--- src/rtl/uart_rx_framer_pkg.sv ---
// ---------------------------------------------------------------------------
// uart_rx_framer_pkg
//
// Shared UART parameters and types. These are used by the receive framer
// (uart_rx_framer) and by the oversampler that feeds it.
//
// Contents:
//   UART_DATA_BITS       default number of data bits per frame (5..8)
//   UART_PARITY_EN       default parity enable (0 = none, 1 = one parity bit)
//   UART_PARITY_ODD      default parity sense (0 = even, 1 = odd)
//   UART_OVERSAMPLE      oversampler clocks per bit
//   UART_MAJORITY_TAPS   oversampler samples per majority vote
//   rx_state_t           2-bit framer state encoding
//   parity_mismatch()    parity check on the running XOR
// ---------------------------------------------------------------------------
package uart_rx_framer_pkg;

    // Framer defaults
    localparam int UART_DATA_BITS  = 8;
    localparam int UART_PARITY_EN  = 0;
    localparam int UART_PARITY_ODD = 0;

    // Oversampler parameters
    localparam int UART_OVERSAMPLE    = 16;
    localparam int UART_MAJORITY_TAPS = 3;

    // Framer states, fixed 2-bit encoding
    typedef enum logic [1:0] {
        ST_IDLE   = 2'b00,
        ST_DATA   = 2'b01,
        ST_PARITY = 2'b10,
        ST_STOP   = 2'b11
    } rx_state_t;

    // The accumulator holds the XOR of all data bits. With a correct
    // parity bit, acc ^ pbit equals 0 for even parity and 1 for odd
    // parity. XORing in the parity sense therefore leaves 1 only on a
    // mismatch.
    function automatic logic parity_mismatch(input logic acc,
                                             input logic pbit,
                                             input logic odd);
        return acc ^ pbit ^ odd;
    endfunction

endpackage

--- src/rtl/uart_rx_framer.sv ---
// ---------------------------------------------------------------------------
// uart_rx_framer
//
// Assembles majority-voted bits from the UART oversampler into data words.
// Frame format: start bit, DATA_BITS data bits (LSB first),
// an optional parity bit, and one stop bit.
//
// Parameters:
//   DATA_BITS   data bits per frame, 5..8
//   PARITY_EN   1 adds a parity bit after the data bits
//   PARITY_ODD  1 selects odd parity, 0 selects even parity
//
// Ports:
//   clk           clock, rising edge
//   rst_n         asynchronous active-low reset
//   bit_in        voted bit from the oversampler
//   bit_valid     one-cycle strobe qualifying bit_in
//   sampler_stop  one-cycle pulse that sends the oversampler back to
//                 start-bit search
//   data_out      received word, held until the next data_valid
//   data_valid    one-cycle strobe qualifying data_out and the error flags
//   parity_err    parity mismatch on the delivered word
//   frame_err     stop bit was sampled as 0 (the word is still delivered)
//   busy          high whenever the framer is not in IDLE
// ---------------------------------------------------------------------------
module uart_rx_framer
    import uart_rx_framer_pkg::*;
#(
    parameter int DATA_BITS  = UART_DATA_BITS,
    parameter int PARITY_EN  = UART_PARITY_EN,
    parameter int PARITY_ODD = UART_PARITY_ODD
) (
    input  logic                 clk,
    input  logic                 rst_n,
    input  logic                 bit_in,
    input  logic                 bit_valid,
    output logic                 sampler_stop,
    output logic [DATA_BITS-1:0] data_out,
    output logic                 data_valid,
    output logic                 parity_err,
    output logic                 frame_err,
    output logic                 busy
);

    // The counter must hold the value DATA_BITS itself, so it never wraps
    // inside a frame.
    localparam int                CNT_W      = $clog2(DATA_BITS + 1);
    localparam logic [CNT_W-1:0]  LAST_BIT   = CNT_W'(DATA_BITS - 1);
    localparam logic [CNT_W-1:0]  CNT_ONE    = CNT_W'(1);
    localparam logic              HAS_PARITY = (PARITY_EN != 0);
    localparam logic              ODD_SENSE  = (PARITY_ODD != 0);

    rx_state_t            state;
    logic [CNT_W-1:0]     bit_cnt;
    logic [DATA_BITS-1:0] shift_reg;
    logic                 parity_acc;
    logic                 parity_bad;
    logic                 accept;

    // The oversampler restarts its search in the cycle after we pulse
    // sampler_stop. A strobe that arrives while the pulse is still high
    // belongs to the old bit stream, so it is dropped.
    assign accept = bit_valid & ~sampler_stop;

    // Framer FSM. State and every output are registered in this one block.
    // The state advances only on an accepted strobe.
    // The shift register fills from the MSB end. After DATA_BITS shifts,
    // the first bit on the line sits in bit 0.
    // parity_bad is an internal copy of the parity result. It is moved to
    // parity_err only at the stop bit, so the visible flags always change
    // together with data_valid.
    always_ff @(posedge clk or negedge rst_n) begin
        if (!rst_n) begin
            state        <= ST_IDLE;
            bit_cnt      <= '0;
            shift_reg    <= '0;
            parity_acc   <= 1'b0;
            parity_bad   <= 1'b0;
            sampler_stop <= 1'b0;
            data_out     <= '0;
            data_valid   <= 1'b0;
            parity_err   <= 1'b0;
            frame_err    <= 1'b0;
            busy         <= 1'b0;
        end else begin
            data_valid   <= 1'b0;
            sampler_stop <= 1'b0;
            if (accept) begin
                case (state)
                    ST_IDLE: begin
                        if (!bit_in) begin
                            state      <= ST_DATA;
                            bit_cnt    <= '0;
                            parity_acc <= 1'b0;
                            parity_bad <= 1'b0;
                            busy       <= 1'b1;
                        end else begin
                            sampler_stop <= 1'b1;
                        end
                    end
                    ST_DATA: begin
                        shift_reg  <= {bit_in, shift_reg[DATA_BITS-1:1]};
                        parity_acc <= parity_acc ^ bit_in;
                        bit_cnt    <= bit_cnt + CNT_ONE;
                        if (bit_cnt == LAST_BIT) begin
                            state <= HAS_PARITY ? ST_PARITY : ST_STOP;
                        end
                    end
                    ST_PARITY: begin
                        parity_bad <= parity_mismatch(parity_acc, bit_in, ODD_SENSE);
                        state      <= ST_STOP;
                    end
                    ST_STOP: begin
                        data_out     <= shift_reg;
                        frame_err    <= ~bit_in;
                        parity_err   <= HAS_PARITY & parity_bad;
                        data_valid   <= 1'b1;
                        sampler_stop <= 1'b1;
                        state        <= ST_IDLE;
                        busy         <= 1'b0;
                    end
                    default: begin
                        state <= ST_IDLE;
                        busy  <= 1'b0;
                    end
                endcase
            end
        end
    end

endmodule
--- config.mk ---
export PLATFORM = sky130hd
export DESIGN_NAME = uart_rx_framer
export DESIGN_NICKNAME = d
export VERILOG_FILES = /design/src/rtl/uart_rx_framer_pkg.sv /design/src/rtl/uart_rx_framer.sv
export SDC_FILE = /design/constraint.sdc
export NUM_CORES = 1
export LEC_CHECK = 0
export ABC_AREA = 0
export BUFFER_PORTS_ARGS = -buffer_cell sky130_fd_sc_hd__buf_4
export CAP_MARGIN = 15
export CORE_MARGIN = 1
export CORE_UTILIZATION = 40
export DETAILED_ROUTE_END_ITERATION = 10
export PLACE_DENSITY = 0.66
export SYNTH_ARGS = -nofsm -noshare
export SYNTH_HDL_FRONTEND = slang
export SYNTH_SLANG_ARGS = --single-unit
--- constraint.sdc ---
create_clock -name clk -period 1.63 [get_ports clk]
set_clock_uncertainty 0.1 [all_clocks]
set_input_delay 0.4075 -clock clk [delete_from_list [all_inputs] [get_ports clk]]
set_output_delay 0.4075 -clock clk [all_outputs]
set_load 0.05 [all_outputs]
==> impl_results.md, run 1 <==
* Distinct cells, synth at 27
* CP endpoint kind: flip-flop
* Post-DP HPWL at 1.33 mm
* Tcrit/Tclk final at 0.977
* Hold path start: bit_in
* First-pass GRT wire length at 2.95 mm
* Die area at 3020 µm²
* Vias at 689
* Hold path depth at 2
* Final min period at 1.59 ns
* Drt wl/cell at 13.7 µm
* CTS root buf: clkbuf_4
* Initial core utilization at 0.437
* #FFs+latches synth at 26
* Area Overhead vs Synth at 21.8%
* Worst R2R Start: state[0]
* Post-CTS Setup Bufs at 0
* Synth warn at 0
* Post-Layout Cell Count at 131
* Number of max-cap violations at 0
* H-tree depth at 1
* Num rows at 18
* Die H at 54.9 µm
* Status: finished clean
* Final Hold Slack at 0.214 ns
* Final-report setup violation count at 0
* WS Path Type: flip-flop to flip-flop
* GPL Wtd Cong at 0.859
* Filler cells at 230
* DP Cell Count at 126
* DR iter-0 viols at 4
* Hold EP: frame_err
* Antenna violations before repair at 0
* Sequential cell area fraction in the yosys report at 0.580
* Multi-input logic area at 454 µm²
* Worst-path clk slew at 0.14 ns
* Hold Crit Class: input port to flip-flop
* Maximum fanout along the worst path at 4
* Mapped Cells at 80
* Gr ovfl total at 0
* GRT Total Usage at 0.140
* Chip width at 54.9 µm
* Layout cell share with drive strength beyond 1 at 0.485
* Worst Setup Start Kind: flip-flop
* Routed WL at 1.80 mm
* Antenna-violating nets left at 0
* Yosys top cell by area: dfrtp_1
* Residual DRC at 0
* Antenna cells at 0
* Hold Fails Final Rpt at 0
* FF/Latch Area at 652 µm²
* CP required at 1.75 ns
* # clock sinks at 26
* Reg-to-reg critical path endpoint: state[1]
* Slew Viols, Final at 0
* Fmax at 0.628 GHz
* Top cells by area, synth: dfrtp_1 58%, mux2_2 18%, ha_1 4.5%, a22o_1 1.6%, a221oi_2 1.3%
* Port bufs at 15
* Post-Syn Area at 1120 µm²
* DR pass1 iterations at 4
* Vias in the first global route at 634
* Clk buf depth at 2
* Reg2reg path depth at 4
* RSZ-0062 raised after global routing: yes
* Signal arrival time at the worst endpoint at 1.71 ns
* Synth top area share at 0.580
* Final net count at 110
* IO Pins at 17
* Syn nets at 88
* Vias/cell at 5.26
* Total CTS buffers at 3
* Clk_lat worst skew at 0.31 ns
* Core Region at 2570 µm²
* Reg-to-reg slack, setup at 0.04 ns
* Largest net degree at the start of global routing at 27
* TritonCTS clock tree: built
* Synthesized area per cell at 14.0 µm²
## Yosys cell counts (all sizes together)
cell / instances
buf: 2
mux2: 18
nand3: 1
and2: 1
nor2b: 2
and3: 1
ha: 4
conb: 1
nor3: 1
o21ai: 1
mux2i: 1
nor4b: 1
o211ai: 1
dfrtp: 26
and2b: 1
a31oi: 2
inv: 3
a31o: 1
a21oi: 1
a22o: 2
nand2: 3
a221oi: 1
nand2b: 2
a221o: 1
nand3b: 2
## repair_timing
action	4_1_cts	5_1_grt
hold buffers	1	0
endpoints found under the setup margin	3	7
pin swaps	1	1
resized for setup	1	2
hold endpoints to repair	26	0
## cell usage in the layout, fill, tap and decap left out, drive strengths merged, types with 2 or more instances in the layout
master / synthesis / routed
a22o: 2 / 2
a31oi: 2 / 2
buf: 2 / 18
clkbuf: 0 / 3
dfrtp: 26 / 26
ha: 4 / 4
inv: 3 / 3
mux2: 18 / 18
nand2: 3 / 3
nand2b: 2 / 2
nand3b: 2 / 2
nor2b: 2 / 2
## stage by stage
step,instance area (µm²),setup WS (ns),util,setup TNS (ns)
2_1_floorplan,1120,0.0693,-,0
3_3_place_gp,1290,0.0724,0.504,0
3_5_place_dp,1290,-0.0124,0.504,-0.0124
4_1_cts,1360,0.00455,0.530,0
5_1_grt,1370,-0.00458,0.532,-0.00458
6_report,1370,0.0370,0.532,0
## worst max-delay path by stage
stage,to,cells past startpoint,slack (ns),from
floorplan,state[1],4,0.07,state[0]
global placement,state[1],4,0.07,state[1]
detailed placement,bit_cnt[3],5,-0.01,state[0]
CTS,state[0],5,0.005,state[1]
global route,state[0],5,-0.005,state[0]
finish,state[1],4,0.04,state[0]
## critical path: stages, from the launching register on
cell and delay (ns):
dfrtp_1 0.42, inv_1 0.09, ha_2 0.22, a221oi_2 0.32, mux2_2 0.37
## layer usage
| layer | wire (µm) | global-route usage | part of all wire | vias up |
|---|---|---|---|---|
| met5 | 0 | 0 | 0 | - |
| met4 | 0 | 0.0375 | 0 | 0 |
| met3 | 60 | 0.0328 | 0.033 | 0 |
| met2 | 878 | 0.225 | 0.49 | 13 |
| met1 | 856 | 0.189 | 0.48 | 348 |
| li1 | - | - | - | 328 |
## logic make-up after synthesis
family                   count (synthesis)  synth area share
adder cells (fa/ha/maj)                  4            0.0446
multiplexers                            19             0.190
other                                    1           0.00335
flip-flops                              26             0.580
buffers and inverters                    5            0.0212
AO/OA/AOI/OAI                           10            0.0770
AND/OR/NAND/NOR                         15            0.0837
## final cells by class
cell class,count,share of cell area
repair buffers,19,0.115
flip-flops and latches,26,0.478
clock inverters,1,0.0220
well taps,30,0.0275
inverters,3,0.00825
clock buffers,3,0.0165
multi-input cells,49,0.333
Power of run 1 is not shown: default switching activity piles up to over one toggle a cycle in this logic, so the estimate is an artifact.
==> run 2, diff against run 1 <==
Settings changed: CORE_UTILIZATION 40 to 49, PLACE_DENSITY 0.66 to 0.77, SETUP_SLACK_MARGIN set to 0.1.
==> run 2 against run 1 <==
  * First-iteration DRC count increased by 75%
  * Final area is 2.2% higher
  * Utilization is 14 points higher
  * Critical path depth is the same
  * Die area shrank 18%
  * Hold slack better by 0.021 ns
  * Setup slack got worse by 0.0082 ns
  * Global-route usage is 2.9 points higher
  * Register-to-register slack about the same
  * Non-clock buffer count up 1
  * Cell count fell by 1.5%
  * Critical endpoint unchanged
  * Sequential share of layout area down 1.0 points
==> impl_results.md, run 2 (synthesis gave the netlist of run 1 again) <==
* Status: finished clean
* Fin area at 1400 µm² (+2.2%)
* Dpl cell area at 1280 µm² (-1.1%)
* Vias in the first global route at 718 (+13%)
* Antenna cells at 0 (unchanged)
* Antenna violations before repair at 0 (unchanged)
* H-tree depth at 1 (unchanged)
* Crit path cell chain: ha_2 > nand3b_1 > a221oi_4 > mux2_4
* Core Region at 2060 µm² (-20%)
* Hold Crit Class: input port to flip-flop
* Chip width at 49.8 µm (-9.3%)
* GPL Wtd Cong at 0.743 (-13%)
* Vias at 701 (+1.7%)
* Number of max-cap violations at 0 (unchanged)
* TritonCTS clock tree: built
* Antenna-violating nets left at 0 (unchanged)
* Largest net degree at the start of global routing at 27 (unchanged)
* GRT Total Usage at 0.169 (+0.0290)
* Slowest cell on crit path: dfrtp_1
* Port bufs at 15 (unchanged)
* Drt wl/cell at 15.0 µm (+9.1%)
* Fmax at 0.625 GHz (-0.51%)
* Vias/cell at 5.43 (+3.3%)
* Hold Fails Final Rpt at 0 (unchanged)
* Tcrit/Tclk final at 0.982 (+0.00505)
* Final Hold Slack at 0.235 ns (+0.0206 ns)
* Commonest non-fill, non-tap cell in the layout: dfrtp_1
* CTS root buf: clkbuf_4
* Worst Setup Start Kind: flip-flop
* Worst-path clk slew at 0.13 ns (about the same)
* RSZ-0062 raised after global routing: yes
* Post-route setup slack at 0.0288 ns (-0.00823 ns)
* Final min period at 1.60 ns (+0.00823 ns)
* Area Overhead vs Synth at 24.4%
* Final net count at 111 (+0.91%)
* Dpl ws at 0.0497 ns (+0.0621 ns)
* Signal arrival time at the worst endpoint at 1.72 ns (about the same)
* Largest delay contributor family on the critical path: flip-flops
* Die area at 2480 µm² (-18%)
* CP required at 1.75 ns (about the same)
* Num rows at 16 (-2)
* Final-report setup violation count at 0 (unchanged)
* Slew Viols, Final at 0 (unchanged)
* DR pass1 iterations at 2 (-2)
* Die H at 49.8 µm (-9.3%)
* CP Buf/Inv Count at 0 (-1)
* Routed WL at 1.93 mm (+7.5%)
* Initial core utilization at 0.544 (+0.107)
* DR iter-0 viols at 7 (+3)
* Residual DRC at 0 (unchanged)
* Clk buf depth at 2 (unchanged)
* Clk_lat worst skew at 0.31 ns (about the same)
* Total CTS buffers at 3 (unchanged)
* First-pass GRT wire length at 3.10 mm (+4.9%)
* IO Pins at 17 (unchanged)
* Max incr delay on CP at 0.41 ns (about the same)
* Worst Setup EP: state[1]
* Reg-to-reg slack, setup at 0.03 ns (about the same)
* Reg2reg path depth at 4 (unchanged)
* CP endpoint kind: flip-flop
* Layout cell share with drive strength beyond 1 at 0.500 (+0.0149)
* Worst R2R Start: bit_cnt[0]
* Stages on worst setup path at 4 (unchanged)
* Reg-to-reg critical path endpoint: state[1]
* Maximum fanout along the worst path at 3 (-1)
* Gr ovfl total at 0 (unchanged)
* # clock sinks at 26 (unchanged)
* Filler cells at 148 (-36%)
* CP Launch Point: bit_cnt[0]
* Final Core Density at 0.677 (+0.145)
* WS Path Type: flip-flop to flip-flop
* Most frequent cells in the layout: 25 x dfrtp_1, 18 x buf_4, 17 x mux2_2
[run 2: repair_timing]
item	CTS	global route
hold endpoints to repair	26	0
setup buffers	1	2
resized for setup	3	4
hold buffers	1	0
pin swaps	1	1
setup endpoints to repair	4	22
[run 2: cell type report]
type | count | area [µm²] | area share
clock buffer | 4 | 36.3 | 0.0260
inverter | 3 | 11.3 | 0.00807
multi-input combinational | 49 | 497 | 0.356
sequential | 26 | 652 | 0.467
tap | 27 | 33.8 | 0.0242
timing repair buffer | 20 | 165 | 0.118
[run 2: worst min path at each step]
stage	end	cells after the start	from
after global placement	data_out[0]	1	rst_n
after detailed placement	data_out[1]	1	rst_n
after floorplan	bit_cnt[0]	0	rst_n
after CTS	frame_err	2	bit_in
final	frame_err	2	bit_in
after global routing	frame_err	2	bit_in
[run 2: routing by layer]
| layer | part of all wire | wire length (µm) | vias to the layer above | GRT usage |
|---|---|---|---|---|
| li1 | - | - | 333 | - |
| met1 | 0.45 | 862 | 351 | 0.202 |
| met2 | 0.51 | 985 | 15 | 0.297 |
| met3 | 0.035 | 68 | 2 | 0.0278 |
| met4 | 0.0067 | 13 | 0 | 0.0714 |
| met5 | 0 | 0 | - | 0 |
[run 2: per-stage QoR]
step	cells	setup TNS, ns
2_1_floorplan	80	0
3_3_place_gp	121	0
3_5_place_dp	121	0
4_1_cts	127	0
5_1_grt	129	-0.0440
6_report	129	0
Power of run 2 is left out for the same reason.
==> run 3, diff against run 2 <==
Settings changed: ABC_AREA 0 to 1.
==> run 3 against run 2 <==
  * First-iteration DRC count up 140%
  * Critical path depth down 3
  * Hold slack worse by 0.078 ns
  * Sequential share of layout area down 0.17 points
  * Final area up 0.18%
  * Utilization down 5.7 points
  * Maximum frequency up 7.8%
  * Register-to-register slack better by 0.13 ns
  * Non-clock buffer count down 2
  * Count of clock-buffer cells in the layout down 1
  * Sequential cell count unchanged
==> impl_results.md, run 3 <==
* IO Pins at 17 (unchanged)
* Synth Flop Type: dfrtp_1
* Fmax at 0.673 GHz (+7.8%)
* Hold Fails Final Rpt at 0 (unchanged)
* GPL Wtd Cong at 0.736 (-1.0%)
* Worst-path clk slew at 0.14 ns (about the same)
* Distinct cells, synth at 20 (-26%)
* Syn nets at 127 (+44%)
* Area Overhead vs Synth at 17.5%
* Hold path depth at 2 (unchanged)
* CP Buf/Inv Count at 1 (+1)
* Gr ovfl total at 0 (unchanged)
* Mapped Cells at 119 (+49%)
* Fin area at 1400 µm² (+0.18%)
* Stages on worst setup path at 1 (-3)
* Lkg Pwr at 0.722 nW
* Reg-to-reg critical path endpoint: data_out[0]
* Worst R2R Start: state[0]
* CP Launch Point: sampler_stop
* Synthesized area per cell at 10.0 µm² (-29%)
* Drt wl/cell at 11.5 µm (-23%)
* Synth top area share at 0.547 (-0.0336)
* Final min period at 1.49 ns (-0.116 ns)
* WS Path Type: flip-flop to primary output
* Final-report setup violation count at 0 (unchanged)
* Synth warn at 0 (unchanged)
* Slew Viols, Final at 0 (unchanged)
* Residual DRC at 0 (unchanged)
* Post-Syn Area at 1190 µm² (+6.1%)
* Dpl cell area at 1310 µm² (+2.1%)
* Slowest cell on crit path: dfrtp_1
* GRT Total Usage at 0.177 (+0.00763)
* Commonest cells post-synth: 33 x nand2_1, 26 x dfrtp_1, 15 x inv_1, 15 x o21ai_2
* Largest delay contributor family on the critical path: flip-flops
* Vias/cell at 4.94 (-9.1%)
* Dominant cell by count in the synthesized netlist: nand2_1
* Die H at 51.3 µm (+2.9%)
* RSZ-0062 raised after global routing: no
* Sequential cell area fraction in the yosys report at 0.547 (-0.0336)
* Post-synthesis async set-or-reset flop share at 1.00 (unchanged)
* Num rows at 17 (+1)
* # clock sinks at 26 (unchanged)
* Hold Crit Class: input port to flip-flop
* Port bufs at 15 (unchanged)
* Max incr delay on CP at 0.43 ns (+0.02 ns)
* First-pass GRT wire length at 3.35 mm (+8.2%)
* Status: finished clean
* TritonCTS clock tree: built
* Reg2reg path depth at 6 (+2)
* Signal arrival time at the worst endpoint at 0.98 ns (-0.74 ns)
* Worst Setup Start Kind: flip-flop
* Antenna violations before repair at 0 (unchanged)
* Most frequent cells in the layout: 32 x nand2_1, 26 x dfrtp_1, 17 x buf_4
* Largest net degree at the start of global routing at 27 (unchanged)
* #FFs+latches synth at 26 (unchanged)
* Post-DP HPWL at 1.35 mm
* Chip width at 51.3 µm (+2.9%)
* Initial core utilization at 0.528 (-0.0159)
* Number of synthesized flops with an enable pin at 0 (unchanged)
* Worst Setup EP: sampler_stop
* DR iter-0 viols at 17 (+10)
* Number of max-cap violations at 0 (unchanged)
* Final Hold Slack at 0.157 ns (-0.0779 ns)
* Crit path cell chain: buf_4
* Top cells by area, synth: dfrtp_1 55%, o21ai_2 11%, nand2_1 10%, inv_1 4.7%, ha_1 4.2%
* DR pass1 iterations at 4 (+2)
* PwrDens at 2150 nW/µm²
* Setup TNS at 0 ns (unchanged)
* Final net count at 147 (+32%)
* Routed WL at 1.92 mm (-0.73%)
* CTS root buf: clkbuf_4
* Yosys top cell by area: dfrtp_1
* Clk_lat worst skew at 0.32 ns (about the same)
* Core Region at 2250 µm² (+9.3%)
* Die area at 2630 µm² (+5.9%)
* Total CTS buffers at 3 (unchanged)
* Reg-to-reg slack, setup at 0.16 ns (+0.13 ns)
* CP required at 1.12 ns (-0.63 ns)
* Commonest non-fill, non-tap cell in the layout: nand2_1
* Antenna-violating nets left at 0 (unchanged)
* CP endpoint kind: primary output
* Maximum fanout along the worst path at 3 (unchanged)
* Clk buf depth at 2 (unchanged)
* Layout cell share with drive strength beyond 1 at 0.333 (-0.167)
* Antenna cells at 0 (unchanged)
* H-tree depth at 1 (unchanged)
* Tcrit/Tclk final at 0.911 (-0.0710)
* Vias at 820 (+17%)
* Vias in the first global route at 767 (+6.8%)
* Peak VDD IR at 1.11 mV
-- run 3: how the worst min path moves through the flow --
stage                 from          to  slack [ns]
global route        bit_in   frame_err        0.15
finish              bit_in   frame_err        0.16
CTS                 bit_in   frame_err        0.15
detailed placement   rst_n  bit_cnt[0]        0.24
global placement     rst_n  bit_cnt[2]        0.23
floorplan            rst_n  bit_cnt[0]        0.01
-- run 3: per-stage QoR --
stage               setup slack (ns)  power, mW   util  cells
finish                         0.145       3.00  0.620    166
global route                  0.0734       3.22  0.620    166
CTS                            0.133       2.97  0.610    164
detailed placement             0.125       2.51  0.580    159
global placement               0.196       2.47  0.580    159
floorplan                      0.207       2.18      -    119
-- run 3: layout make-up --
type | instances | area [µm²]
well taps | 28 | 35.0
repair buffers | 18 | 138
fillers | 201 | 857
clock inverters | 1 | 30.0
clock buffers | 3 | 22.5
flip-flops and latches | 26 | 651
inverters | 15 | 56.3
multi-input cells | 75 | 465
-- run 3: cell families (layout without fill, tap and decap cells) --
logic type,Yosys count,in the layout,synth area share
other,1,1,0.00315
adder cells (fa/ha/maj),4,4,0.0421
AO/OA/AOI/OAI,24,24,0.160
flip-flops,26,26,0.547
buffers and inverters,18,37,0.0726
AND/OR/NAND/NOR,46,46,0.176
-- run 3: power by group --
part | leakage (nW) | internal [mW] | switching (mW) | total [mW]
combinational | 0.360 | 0.490 | 1.00 | 1.49
clock | 0.0279 | 0.249 | 0.196 | 0.445
sequential | 0.335 | 0.903 | 0.162 | 1.07
-- run 3: metal layers --
| metal | part of all wire | track usage |
|---|---|---|
| met5 | 0 | 0 |
| met4 | 0.016 | 0.0946 |
| met3 | 0.027 | 0.0268 |
| met2 | 0.52 | 0.294 |
| met1 | 0.44 | 0.220 |
-- run 3: repair_timing --
item / CTS / global route
buffers inserted: 0 / 2
resized for setup: 1 / 4
pin swaps: 0 / 1
endpoints found under the hold margin: 26 / 0
hold buffers: 1 / 0
endpoints found under the setup margin: 1 / 6
No activity file was read; power rests on OpenSTA's default activity.
